**config.mk**
```make
export PLATFORM = sky130hd
export DESIGN_NAME = demux_buf
export DESIGN_NICKNAME = d
export VERILOG_FILES = /design/src/rtl/demux_buf.sv
export SDC_FILE = /design/constraint.sdc
export NUM_CORES = 1
export LEC_CHECK = 0
export ABC_AREA = 1
export BUFFER_PORTS_ARGS = -buffer_cell sky130_fd_sc_hd__buf_2
export CAP_MARGIN = 15
export CORE_ASPECT_RATIO = 0.6
export CORE_UTILIZATION = 50
export CTS_CLUSTER_SIZE = 25
export DETAILED_ROUTE_END_ITERATION = 6
export GPL_TIMING_DRIVEN = 0
export PLACE_DENSITY = 0.75
export SLEW_MARGIN = 10
export SYNTH_ARGS = -nofsm -noshare
export SYNTH_HDL_FRONTEND = slang
export SYNTH_SLANG_ARGS = --single-unit
```
**constraint.sdc**
```tcl
create_clock -name clk -period 1.45 [get_ports clk]
set_input_delay 0.145 -clock clk [delete_from_list [all_inputs] [get_ports clk]]
set_output_delay 0.145 -clock clk [all_outputs]
set_load 0.01 [all_outputs]
```
**src/rtl/demux_buf.sv**
```systemverilog
// Registered 1:2 demultiplexer steering 5-bit words into two independent 2-entry FIFOs.
// Optional per-channel accepted-word counters (Cnt1/Cnt2) are built when DEMUX_STAT_EN is defined.
module demux_buf #(
  parameter int DEPTH  = 2,
  parameter int DATA_W = 5
) (
  input  logic              clk,
  input  logic              rst,
  input  logic [DATA_W-1:0] Din,
  input  logic              Din_valid,
  input  logic              Sel,
  output logic              Din_ready,
  output logic [DATA_W-1:0] Dout1,
  output logic              Dout1_valid,
  input  logic              Dout1_ready,
  output logic [DATA_W-1:0] Dout2,
  output logic              Dout2_valid,
  input  logic              Dout2_ready
`ifdef DEMUX_STAT_EN
  ,
  output logic [7:0]        Cnt1,
  output logic [7:0]        Cnt2
`endif
);

  localparam logic [1:0] FULL = 2'(DEPTH);

  // Index 0 is channel 1 (Sel=1), index 1 is channel 2 (Sel=0).
  logic [DATA_W-1:0] mem [2][DEPTH];
  logic [1:0]        occ [2];
  logic              rptr [2];
  logic              wptr [2];
  logic              full [2];
  logic              push [2];
  logic              pop  [2];

  // No pass-through: ready looks only at registered occupancy, never at a same-cycle pop.
  always_comb begin
    full[0]   = (occ[0] == FULL);
    full[1]   = (occ[1] == FULL);
    Din_ready = Sel ? !full[0] : !full[1];
    push[0]   = Din_valid && Sel && !full[0];
    push[1]   = Din_valid && !Sel && !full[1];
    pop[0]    = (occ[0] != 2'd0) && Dout1_ready;
    pop[1]    = (occ[1] != 2'd0) && Dout2_ready;
  end

  always_ff @(posedge clk or posedge rst) begin
    if (rst) begin
      for (int c = 0; c < 2; c++) begin
        occ[c]  <= 2'd0;
        rptr[c] <= 1'b0;
        wptr[c] <= 1'b0;
        for (int e = 0; e < DEPTH; e++) mem[c][e] <= '0;
      end
    end else begin
      for (int c = 0; c < 2; c++) begin
        if (push[c]) begin
          mem[c][wptr[c]] <= Din;
          wptr[c]         <= ~wptr[c];
        end
        if (pop[c]) rptr[c] <= ~rptr[c];
        case ({push[c], pop[c]})
          2'b10:   occ[c] <= occ[c] + 2'd1;
          2'b01:   occ[c] <= occ[c] - 2'd1;
          default: occ[c] <= occ[c];
        endcase
      end
    end
  end

  assign Dout1       = mem[0][rptr[0]];
  assign Dout2       = mem[1][rptr[1]];
  assign Dout1_valid = (occ[0] != 2'd0);
  assign Dout2_valid = (occ[1] != 2'd0);

`ifdef DEMUX_STAT_EN
  // Counters wrap naturally at 8 bits.
  always_ff @(posedge clk or posedge rst) begin
    if (rst) begin
      Cnt1 <= 8'd0;
      Cnt2 <= 8'd0;
    end else begin
      if (push[0]) Cnt1 <= Cnt1 + 8'd1;
      if (push[1]) Cnt2 <= Cnt2 + 8'd1;
    end
  end
`endif

endmodule

```
== Word-level counts from Yosys, hierarchy flattened ==
Index checks and enable logic that the tools add are counted.
Cells by class
  mux-type cells: 15
  reductions and logical operators: 15
  bitwise logic cells: 8
  $lt $le $gt $ge: 6
  equal/unequal tests: 6
  add/sub/neg operators: 4
Operators with widths (number)
  5-bit 2-to-1 mux: 8
  10-bit bitwise mux: 2
  5-bit demux with 1-bit select: 2
  2-bit == test, second input constant: 4
  2-bit >= comparator, second input constant: 4
  1-bit logical AND: 8
  1-bit NOT with 2-bit output: 4
  2-bit one-hot mux with 2 select lines: 2
  2-bit nonzero test: 4
  2-bit by 1-bit adder with 2-bit output, second input constant: 2
  2-bit by 1-bit == test with 1-bit output, second input constant: 2
  2-bit by 1-bit less-than comparator with 1-bit output, second input constant: 2
  1-bit NOT: 4
  2-bit by 1-bit subtractor with 2-bit output, second input constant: 2
  1-bit zero test: 3
  1-bit 2-to-1 mux: 1
Word-level totals
  bits of input ports: 11
  word-level logic and storage cells: 64
  register bits: 28
  output and inout bits: 13

== Depth between registers and ports, before layout ==
Gate-level depths: netlist of run 1.
  word-level depth: 6
  depth in mapped cells: 10
  depth with buffers taken out: 10

== Least setup slack after synthesis of run 1 ==
Ideal clock, no wire load.
  path kind: register to register
  start point: register occ[2] (netlist bit)
  end point: register occ[3] (netlist bit)
  setup slack: 89 ps
  arrival: 1244 ps
  path buffers: 0
  library setup time: 117 ps
  period minus slack after synthesis: 1361 ps
  stages on the path, launching flop included: 10
  required time: 1333 ps
  cell sequence: dfrtp_1 > inv_2 > nand2_1 > nand2_1 > inv_2 > ha_1 > inv_1 > nand3_1 > nand2_1 > nand2_1
RTL lines
  from (decl): line 30  | logic [1:0] occ [2];
  from (signal, indexed assignment): line 64  | 2'b10: occ[c] <= occ[c] + 2'd1;
  from (signal, indexed assignment): line 65  | 2'b01: occ[c] <= occ[c] - 2'd1;
  from (signal, indexed assignment): line 66  | default: occ[c] <= occ[c];

== Final worst setup path of run 1 ==
  start point: register occ[2] (netlist bit)
  end point: output Din_ready
On the way
  longest elaborated chain between the ends: 3
RTL lines
  2-bit == test: line 39  | full[0] = (occ[0] == FULL);
  1-bit zero test: line 41  | Din_ready = Sel ? !full[0] : !full[1];
  1-bit 2-to-1 mux: line 41
  to (decl): line 12  | output logic Din_ready,
Every way passes these cells.

==> results of run 1 <==
flip-flops by register name (all words and copies together), names as in the netlist:
register  flops
mem          20
occ           4
rptr          2
wptr          2
placed cells by master, fill, tap and decap left out, types with 2 or more instances in the layout:
| cell | instances |
|---|---|
| nand2_1 | 92 |
| dfrtp_1 | 27 |
| buf_2 | 24 |
| nand4_1 | 22 |
| inv_1 | 9 |
| buf_4 | 9 |
| inv_2 | 7 |
| nand3_2 | 4 |
| buf_6 | 3 |
| nand2_2 | 3 |
| clkbuf_8 | 3 |
| nand3_1 | 2 |
| nand2_4 | 2 |
| xnor2_1 | 2 |
where the power goes:
part,internal [W],switching [W]
clock network,0.000370,0.000240
logic,0.000780,0.00114
registers,0.00116,0.000249
total,0.00231,0.00163
cell families (layout without fill, tap and decap cells):
kind of cell,after synthesis,after routing,synth area share
xor+xnor,2,2,0.0121
buf+inv,23,59,0.0779
simple gates,126,126,0.400
flops,28,28,0.485
fa+ha+maj,2,2,0.0173
mux,1,1,0.00779
area by class of cell:
class	instances	area, um^2
Fill cell	217	851
Sequential cell	28	702
Multi-Input combinational cell	131	652
Timing Repair Buffer	32	199
Inverter	17	65.1
Buffer	6	47.5
Clock buffer	3	41.3
Tap cell	32	40.0
Clock inverter	1	30.0
worst paths after layout:
kind	from	endpoint	cells past startpoint
min in group asynchronous	rst	mem[8]$_DFFE_PP0P_	3
setup / recovery	occ[2]$_DFFE_PP0P_	Din_ready	4
setup reg to reg	occ[1]$_DFFE_PP0P_	occ[1]$_DFFE_PP0P_	9
hold / removal	Dout1_ready	rptr[1]$_DFFE_PP0P_	4
hold reg to reg	mem[16]$_DFFE_PP0P_	mem[16]$_DFFE_PP0P_	2
max in group asynchronous	rst	wptr[0]$_DFFE_PP0P_	4
stage by stage:
step | utilization | area (um^2) | total power, W
floorplan | - | 1450 | 0.00257
global placement | 0.609 | 1600 | 0.00300
detailed placement | 0.609 | 1600 | 0.00312
CTS | 0.639 | 1680 | 0.00376
global route | 0.676 | 1780 | 0.00423
finish | 0.676 | 1780 | 0.00393
layer usage:
| layer | global-route usage | routed length [um] |
|---|---|---|
| met2 | 0.371 | 1560 |
| met5 | 0 | 0 |
| met4 | 0.0600 | 18 |
| met1 | 0.308 | 1540 |
| met3 | 0.0558 | 197 |
worst max-delay path: stages (launching register included):
cell     delay [ns]
dfrtp_1        0.40
inv_2          0.11
nand2_4        0.07
mux2_2         0.27
buf_6          0.12
timing repair:
item | CTS | global route
hold buffers | 0 | 1
buffers inserted | 1 | 6
endpoints found under the hold margin | 0 | 14
setup endpoints to repair | 1 | 8
pin swaps | 0 | 2
resized for setup | 0 | 7
==> metrics.txt, run 1 <==
Slew Limit Fails=0; worst IR drop on VDD=0.00105 V; setup TNS=0 ns; Die Ht=43.6 um; final setup violation count=0; Synth Flop Type=dfrtp_1; routability cong.=0.840; Clock Skew=0.00881 ns; vias=1,344; Core ar.=2630 um^2; share of cells above drive strength 1=0.284; drt pass-1 iters=5; n_diodes=0; cell count after placement=237; remaining antenna violation count after routing=0; MaxCap Viol Count=0; Initial DRC Count=94; vias in the first global route=1,109; worst hold slack=0.135 ns; Final #Nets=232; Seq/Total Area, Yosys=0.485; Startpoint Class=flip-flop; Synth Register Bits=28; io pins=24; measured slew at the worst slew-check pin=0.587 ns; Post-Layout Cell Count=250; fin crit share=0.959; CTS tree=done; initial antenna violation count=0; Clock Path Buffers=2; commonest cells in the synthesized netlist=nand2_1 (95), dfrtp_1 (28), nand4_1 (22); flop-to-flop setup slack=0.06 ns; Fin. Hold Viols=0; vias per inst=5.38; count of buffers from port buffering=23; largest net degree at the start of global routing=29; pwr dens=2210 nW/um^2; pre-CTS setup slack=0.0149 ns; GRT overflow=0; Num CTS Buffers=3; main area contributors after synthesis=dfrtp_1 (48%), nand2_1 (25%), nand4_1 (9.5%), nand3_2 (2.8%), inv_1 (2.6%); f_max=0.719 GHz; endpoint kind of the worst setup timing path=output port; LEAKAGE=1.01 nW; top-count cell post-synth=nand2_1; Post-synth EDFFs=0; first-pass GRT wire length=5220 um; Data required, critical path=1.31 ns; async set or reset register ratio after synthesis=1.00; syn nets=195; Max transition margin=0.608; CTS clk-pin slew, worst paths=0.10 ns; clk root buf=clkbuf_8; Rows=14; gr usage total=0.227; Initial Util=0.550; Detail Placement HPWL=2500 um; P&R area growth vs syn=22.9%; Cell variety after synth=16; Mapped Area=1450 um^2; Final WS setup=0.0590 ns; DR WL/cell=13.3 um; Yosys Warn Count=0; CP Max Fanout=4; post-synth top area share=0.485; Mapped Cells=182; H-tree depth=1; status=finished clean; routed wire length=3320 um; unrepaired setup endpoints after global routing=false; minimum clock period=1.39 ns; WP data arrival=1.25 ns; DIE WIDTH=71.4 um; Clock Latency Late Sink=0.28 ns; DRC viols=0; Crit Path Category=flip-flop to output port; CTS sink count=28; HP Class=input port to flip-flop; Avg Cell Area, Syn=7.94 um^2; post-synth top area cell=dfrtp_1; DIE AREA=3120 um^2
No activity file was read; power rests on OpenSTA's default activity.
==> inputs of run 2 (changes only) <==
--- a/config.mk
+++ b/config.mk
@@ -6,7 +6,7 @@
 export NUM_CORES = 1
 export LEC_CHECK = 0
 export ABC_AREA = 1
-export BUFFER_PORTS_ARGS = -buffer_cell sky130_fd_sc_hd__buf_2
+export BUFFER_PORTS_ARGS = -buffer_cell sky130_fd_sc_hd__buf_4
 export CAP_MARGIN = 15
 export CORE_ASPECT_RATIO = 0.6
 export CORE_UTILIZATION = 50
==> metrics.txt, run 2 (synthesis gave the netlist of run 1 again) <==
Pwr Total=0.00404 W; cell count after placement=237; minimum clock period=1.41 ns; HP Class=input port to flip-flop; Filler cells=214; measured slew at the worst slew-check pin=0.382 ns; GRT overflow=0; count of buffers from port buffering=23; critical-path cell list=inv_2 > nand2_4 > mux2_4 > buf_6; CP Depth=4; Core ar.=2630 um^2; n_diodes=0; DR WL/cell=14.0 um; share of cells above drive strength 1=0.311; Initial DRC Count=63; Slew Limit Fails=0; LEAKAGE=1.03 nW; DIE WIDTH=71.4 um; status=finished clean; metal3 WL=185 um; H-tree depth=1; final setup violation count=0; Data required, critical path=1.31 ns; CTS tree=done; DR top layer=met4; MaxCap Viol Count=0; R2R cell count=9; vias in the first global route=1,199; routed wire length=3510 um; endpoint kind of the worst setup timing path=output port; flop-to-flop setup slack=0.12 ns; leading cell type in the layout, fill and taps excluded=nand2_1; Clock Skew=0.0101 ns; vias=1,359; clk root buf=clkbuf_8; Crit path max-delay family=flip-flops; fin crit share=0.973; Max transition margin=0.745; f_max=0.709 GHz; CTS sink count=28; drt pass-1 iters=5; WP data arrival=1.27 ns; P&R area growth vs syn=28.0%; Post-Layout Cell Count=251; pwr dens=2180 nW/um^2; Clock Latency Late Sink=0.28 ns; Detail Placement HPWL=2560 um; CP Max Fanout=5; gr usage total=0.235; Critical Path Max Stage Delay=0.42 ns; crit path to=Din_ready; first-pass GRT wire length=5420 um; Largest register FFs=20; DRC viols=0; biggest regs=mem: 20 flops, occ: 4 flops; Rows=14; largest net degree at the start of global routing=29; critical path's slowest cell=dfrtp_1; io pins=24; Clock Path Buffers=2; worst IR drop on VDD=0.00120 V; Critical Path Source=occ[2]$_DFFE_PP0P_; most frequent cells in the layout=nand2_1 (93), buf_4 (32), dfrtp_1 (27); Largest Register=mem; Num CTS Buffers=3; Fin. Hold Viols=0; DIE AREA=3120 um^2; Crit path buffers/inverters=2; M1 WL=1610 um; Die Ht=43.6 um; initial antenna violation count=0; Startpoint Class=flip-flop; DR WL met2=1670 um; CTS clk-pin slew, worst paths=0.10 ns; Initial Util=0.550; routability cong.=0.846; remaining antenna violation count after routing=0; Crit Path Category=flip-flop to output port; vias per inst=5.41; reg2reg end=occ[3]$_DFFE_PP0P_; Final #Nets=233; Critical R2R Launch=occ[2]$_DFFE_PP0P_
run 2: what timing repair did:
action / CTS / global route
buffers inserted: 0 / 8
hold buffers: 0 / 1
resized for setup: 0 / 13
hold endpoints to repair: 0 / 7
endpoints found under the setup margin: 0 / 10
run 2: per-layer routing:
metal  vias to the layer above  global-route usage
met5                         -                   0
met4                         0              0.0600
met3                         8              0.0512
met2                        44               0.396
met1                       649               0.315
li1                        658                   -
run 2: worst min path at each step:
stage | slack [ns] | cells past startpoint | to | from
after floorplan | 0.21 | 1 | mem[0]$_DFFE_PP0P_ | rst
after global placement | 0.43 | 4 | rptr[1]$_DFFE_PP0P_ | Dout1_ready
after detailed placement | 0.44 | 4 | rptr[0]$_DFFE_PP0P_ | Dout2_ready
after CTS | 0.14 | 4 | rptr[0]$_DFFE_PP0P_ | Dout2_ready
after global routing | 0.15 | 3 | mem[11]$_DFFE_PP0P_ | Din[1]
final | 0.12 | 4 | rptr[0]$_DFFE_PP0P_ | Dout2_ready
run 2: final cells by class:
| class | instances | area (um^2) | share of cell area |
|---|---|---|---|
| buffer | 6 | 47.5 | 0.0257 |
| clock buffer | 4 | 55.1 | 0.0298 |
| inverter | 17 | 65.1 | 0.0352 |
| multi-input combinational | 131 | 666 | 0.360 |
| sequential | 28 | 702 | 0.380 |
| tap | 32 | 40.0 | 0.0217 |
| timing repair buffer | 33 | 274 | 0.148 |
run 2: per-stage QoR:
step	util	setup WS (ns)	area, um^2	hold slack (ns)	TNS (ns)
after floorplan	-	0.0886	1450	0.210	0
after global placement	0.631	0.0986	1660	0.429	0
after detailed placement	0.631	0.0262	1660	0.438	0
after CTS	0.652	0.00980	1710	0.140	0
after global routing	0.704	-0.00126	1850	0.147	-0.00126
final	0.704	0.0398	1850	0.115	0
run 2: worst min-delay path: cells and delay by family:
family,cells,cell delay (ns)
buffers and inverters,1,0.08
and+or+nand+nor,3,0.14
run 2: power breakdown:
part | internal [W] | leakage [nW] | switching (W)
Combinational | 0.000943 | 0.653 | 0.00117
Sequential | 0.00116 | 0.344 | 0.000284
Clock | 0.000243 | 0.0288 | 0.000244
Total | 0.00234 | 1.03 | 0.00169
==> inputs of run 3 (changes only) <==
--- a/config.mk
+++ b/config.mk
@@ -5,7 +5,7 @@
 export SDC_FILE = /design/constraint.sdc
 export NUM_CORES = 1
 export LEC_CHECK = 0
-export ABC_AREA = 1
+export ABC_AREA = 0
 export BUFFER_PORTS_ARGS = -buffer_cell sky130_fd_sc_hd__buf_4
 export CAP_MARGIN = 15
 export CORE_ASPECT_RATIO = 0.6
@@ -13,7 +13,7 @@
 export CTS_CLUSTER_SIZE = 25
 export DETAILED_ROUTE_END_ITERATION = 6
 export GPL_TIMING_DRIVEN = 0
-export PLACE_DENSITY = 0.75
+export PLACE_DENSITY = 0.76
 export SLEW_MARGIN = 10
 export SYNTH_ARGS = -nofsm -noshare
 export SYNTH_HDL_FRONTEND = slang
==> metrics.txt, run 3 <==
status=complete, but fails checks; failing checks=negative setup slack; Critical Path Max Stage Delay=0.42 ns; Slew Limit Fails=0; gr usage total=0.204; leading cell type in the layout, fill and taps excluded=buf_4; Seq/Total Area, Yosys=0.541; Data required, critical path=1.66 ns; Die Ht=41.4 um; H-tree depth=1; async set or reset register ratio after synthesis=1.00; routability cong.=0.683; io pins=24; DRC viols=0; largest net degree at the start of global routing=29; remaining antenna violation count after routing=0; CTS sink count=28; measured slew at the worst slew-check pin=0.312 ns; fin crit share=1.01; biggest regs=mem: 20 flops, occ: 4 flops; CP Max Fanout=4; critical path's slowest cell=dfrtp_1; Max transition margin=0.791; f_max=0.685 GHz; CTS tree=done; DIE WIDTH=67.7 um; Fin. Hold Viols=0; post-synth top area share=0.541; post-synth top area cell=dfrtp_1; MaxCap Viol Count=0; DIE AREA=2800 um^2; count of buffers from port buffering=23; P&R area growth vs syn=32.9%; top-count cell post-synth=mux2_2; clk root buf=clkbuf_8; Detail Placement HPWL=1690 um; vias=817; Largest Register=mem; Clock Skew=0.0107 ns; WP data arrival=1.67 ns; Synth Register Bits=28; Initial DRC Count=31; Synth Flop Type=dfrtp_1; minimum clock period=1.46 ns; most frequent cells in the layout=buf_4 (31), mux2_2 (30), dfrtp_1 (25); Post-synth EDFFs=0; syn nets=104; share of cells above drive strength 1=0.646; worst IR drop on VDD=0.00128 V; pwr dens=2270 nW/um^2; Mapped Cells=91; unrepaired setup endpoints after global routing=true; Cell variety after synth=21; Initial Util=0.561; Core ar.=2310 um^2; Mapped Area=1290 um^2; LEAKAGE=0.770 nW; Clock Latency Late Sink=0.27 ns; Num CTS Buffers=3; drt pass-1 iters=4; critical-path cell list=or2_4 > and2_4 > ha_4 > xnor2_2 > nor2_1 > xor2_1; Crit Path Category=flip-flop to flip-flop; worst hold slack=0.136 ns; HP Class=input port to flip-flop; GRT overflow=0; n_diodes=0; final setup violation count=2; main area contributors after synthesis=dfrtp_1 (54%), mux2_2 (26%), xnor2_1 (4.1%), xor2_1 (2.7%), ha_1 (1.9%); Avg Cell Area, Syn=14.2 um^2; CTS clk-pin slew, worst paths=0.10 ns; Largest register FFs=20; commonest cells in the synthesized netlist=mux2_2 (30), dfrtp_1 (28), xnor2_1 (6); Rows=13; vias in the first global route=843; endpoint kind of the worst setup timing path=flip-flop; routed wire length=2540 um; Final #Nets=141; Startpoint Class=flip-flop; initial antenna violation count=0; Yosys Warn Count=0; Post-DP Area=1530 um^2; Clock Path Buffers=2; vias per inst=5.20; first-pass GRT wire length=4150 um; DR WL/cell=16.1 um; Pwr Total=0.00391 W; Final WS setup=-0.00987 ns; Finished Cell Area=1720 um^2
-- run 3: cell types whose count changed after synthesis, sizes merged, moves of 4 or more --
cell | previous run | this run
nand2 | 97 | 1
mux2 | 1 | 30
inv | 16 | 1
nand4 | 22 | 1
xnor2 | 2 | 6
xor2 | 0 | 4
buf | 6 | 0
nand3 | 6 | 1
-- run 3: kinds of logic (layout without fill, tap and decap cells) --
family                   after synthesis  in the layout  synth area share
adder cells (fa/ha/maj)                2              2            0.0193
XOR/XNOR                              10             10            0.0676
AO/OA/AOI/OAI                          1              1           0.00386
buffers and inverters                  3             39           0.00870
AND/OR/NAND/NOR                       17             17            0.0986
flip-flops                            28             28             0.541
multiplexers                          30             30             0.261
-- run 3: path summary, 6_finish.rpt --
| kind | from | end | slack, ns | cells past startpoint |
|---|---|---|---|---|
| setup / recovery | occ[0]$_DFFE_PP0P_ | occ[1]$_DFFE_PP0P_ | -0.01 | 6 |
| hold / removal | Din[0] | mem[0]$_DFFE_PP0P_ | 0.14 | 2 |
| setup reg to reg | occ[0]$_DFFE_PP0P_ | occ[1]$_DFFE_PP0P_ | -0.01 | 6 |
| hold reg to reg | mem[10]$_DFFE_PP0P_ | mem[10]$_DFFE_PP0P_ | 0.51 | 1 |
| max in group asynchronous | rst | rptr[1]$_DFFE_PP0P_ | 0.66 | 4 |
| min in group asynchronous | rst | occ[1]$_DFFE_PP0P_ | 0.36 | 3 |
-- run 3: cell type report --
type / count / area [um^2]
Multi-Input combinational cell: 60 / 638
Clock buffer: 4 / 55.1
Tap cell: 30 / 37.5
Fill cell: 164 / 589
Timing Repair Buffer: 34 / 282
Sequential cell: 28 / 704
Inverter: 1 / 3.75
-- run 3: repair_timing --
action / in CTS / in global routing
hold endpoints to repair: 0 / 5
gates resized for setup: 7 / 2
pin swaps: 7 / 10
hold buffers: 0 / 1
buffers inserted: 5 / 4
endpoints found under the setup margin: 12 / 16
-- run 3: power by group --
group	switching, W	internal [W]	total [W]
Combinational	0.000690	0.00122	0.00191
Sequential	0.000322	0.00120	0.00152
Clock	0.000232	0.000243	0.000475
Total	0.00124	0.00266	0.00391
-- run 3: routing by layer --
metal,part of all wire,wire [um],vias to the layer above,global-route usage
li1,-,-,391,-
met1,0.48,1210,405,0.285
met2,0.48,1210,19,0.325
met3,0.041,105,2,0.0659
met4,0.0028,7,0,0.0128
met5,0,0,-,0
-- run 3: per-stage QoR --
stage / setup slack [ns] / utilization / TNS (ns) / cells
after floorplan: 0.000953 / - / 0 / 91
after global placement: -0.0165 / 0.661 / -0.0289 / 144
after global routing: -0.0924 / 0.745 / -0.197 / 157
final: -0.00987 / 0.745 / -0.0146 / 157
after detailed placement: -0.0679 / 0.661 / -0.109 / 144
after CTS: -0.00784 / 0.712 / -0.00784 / 151
-- run 3: worst max-delay path, delay by kind of cell, from the launching register on --
family / cells / cell delay [ns]
AND/OR/NAND/NOR: 3 / 0.55
flip-flops: 1 / 0.42
XOR/XNOR: 2 / 0.26
adder cells (fa/ha/maj): 1 / 0.16
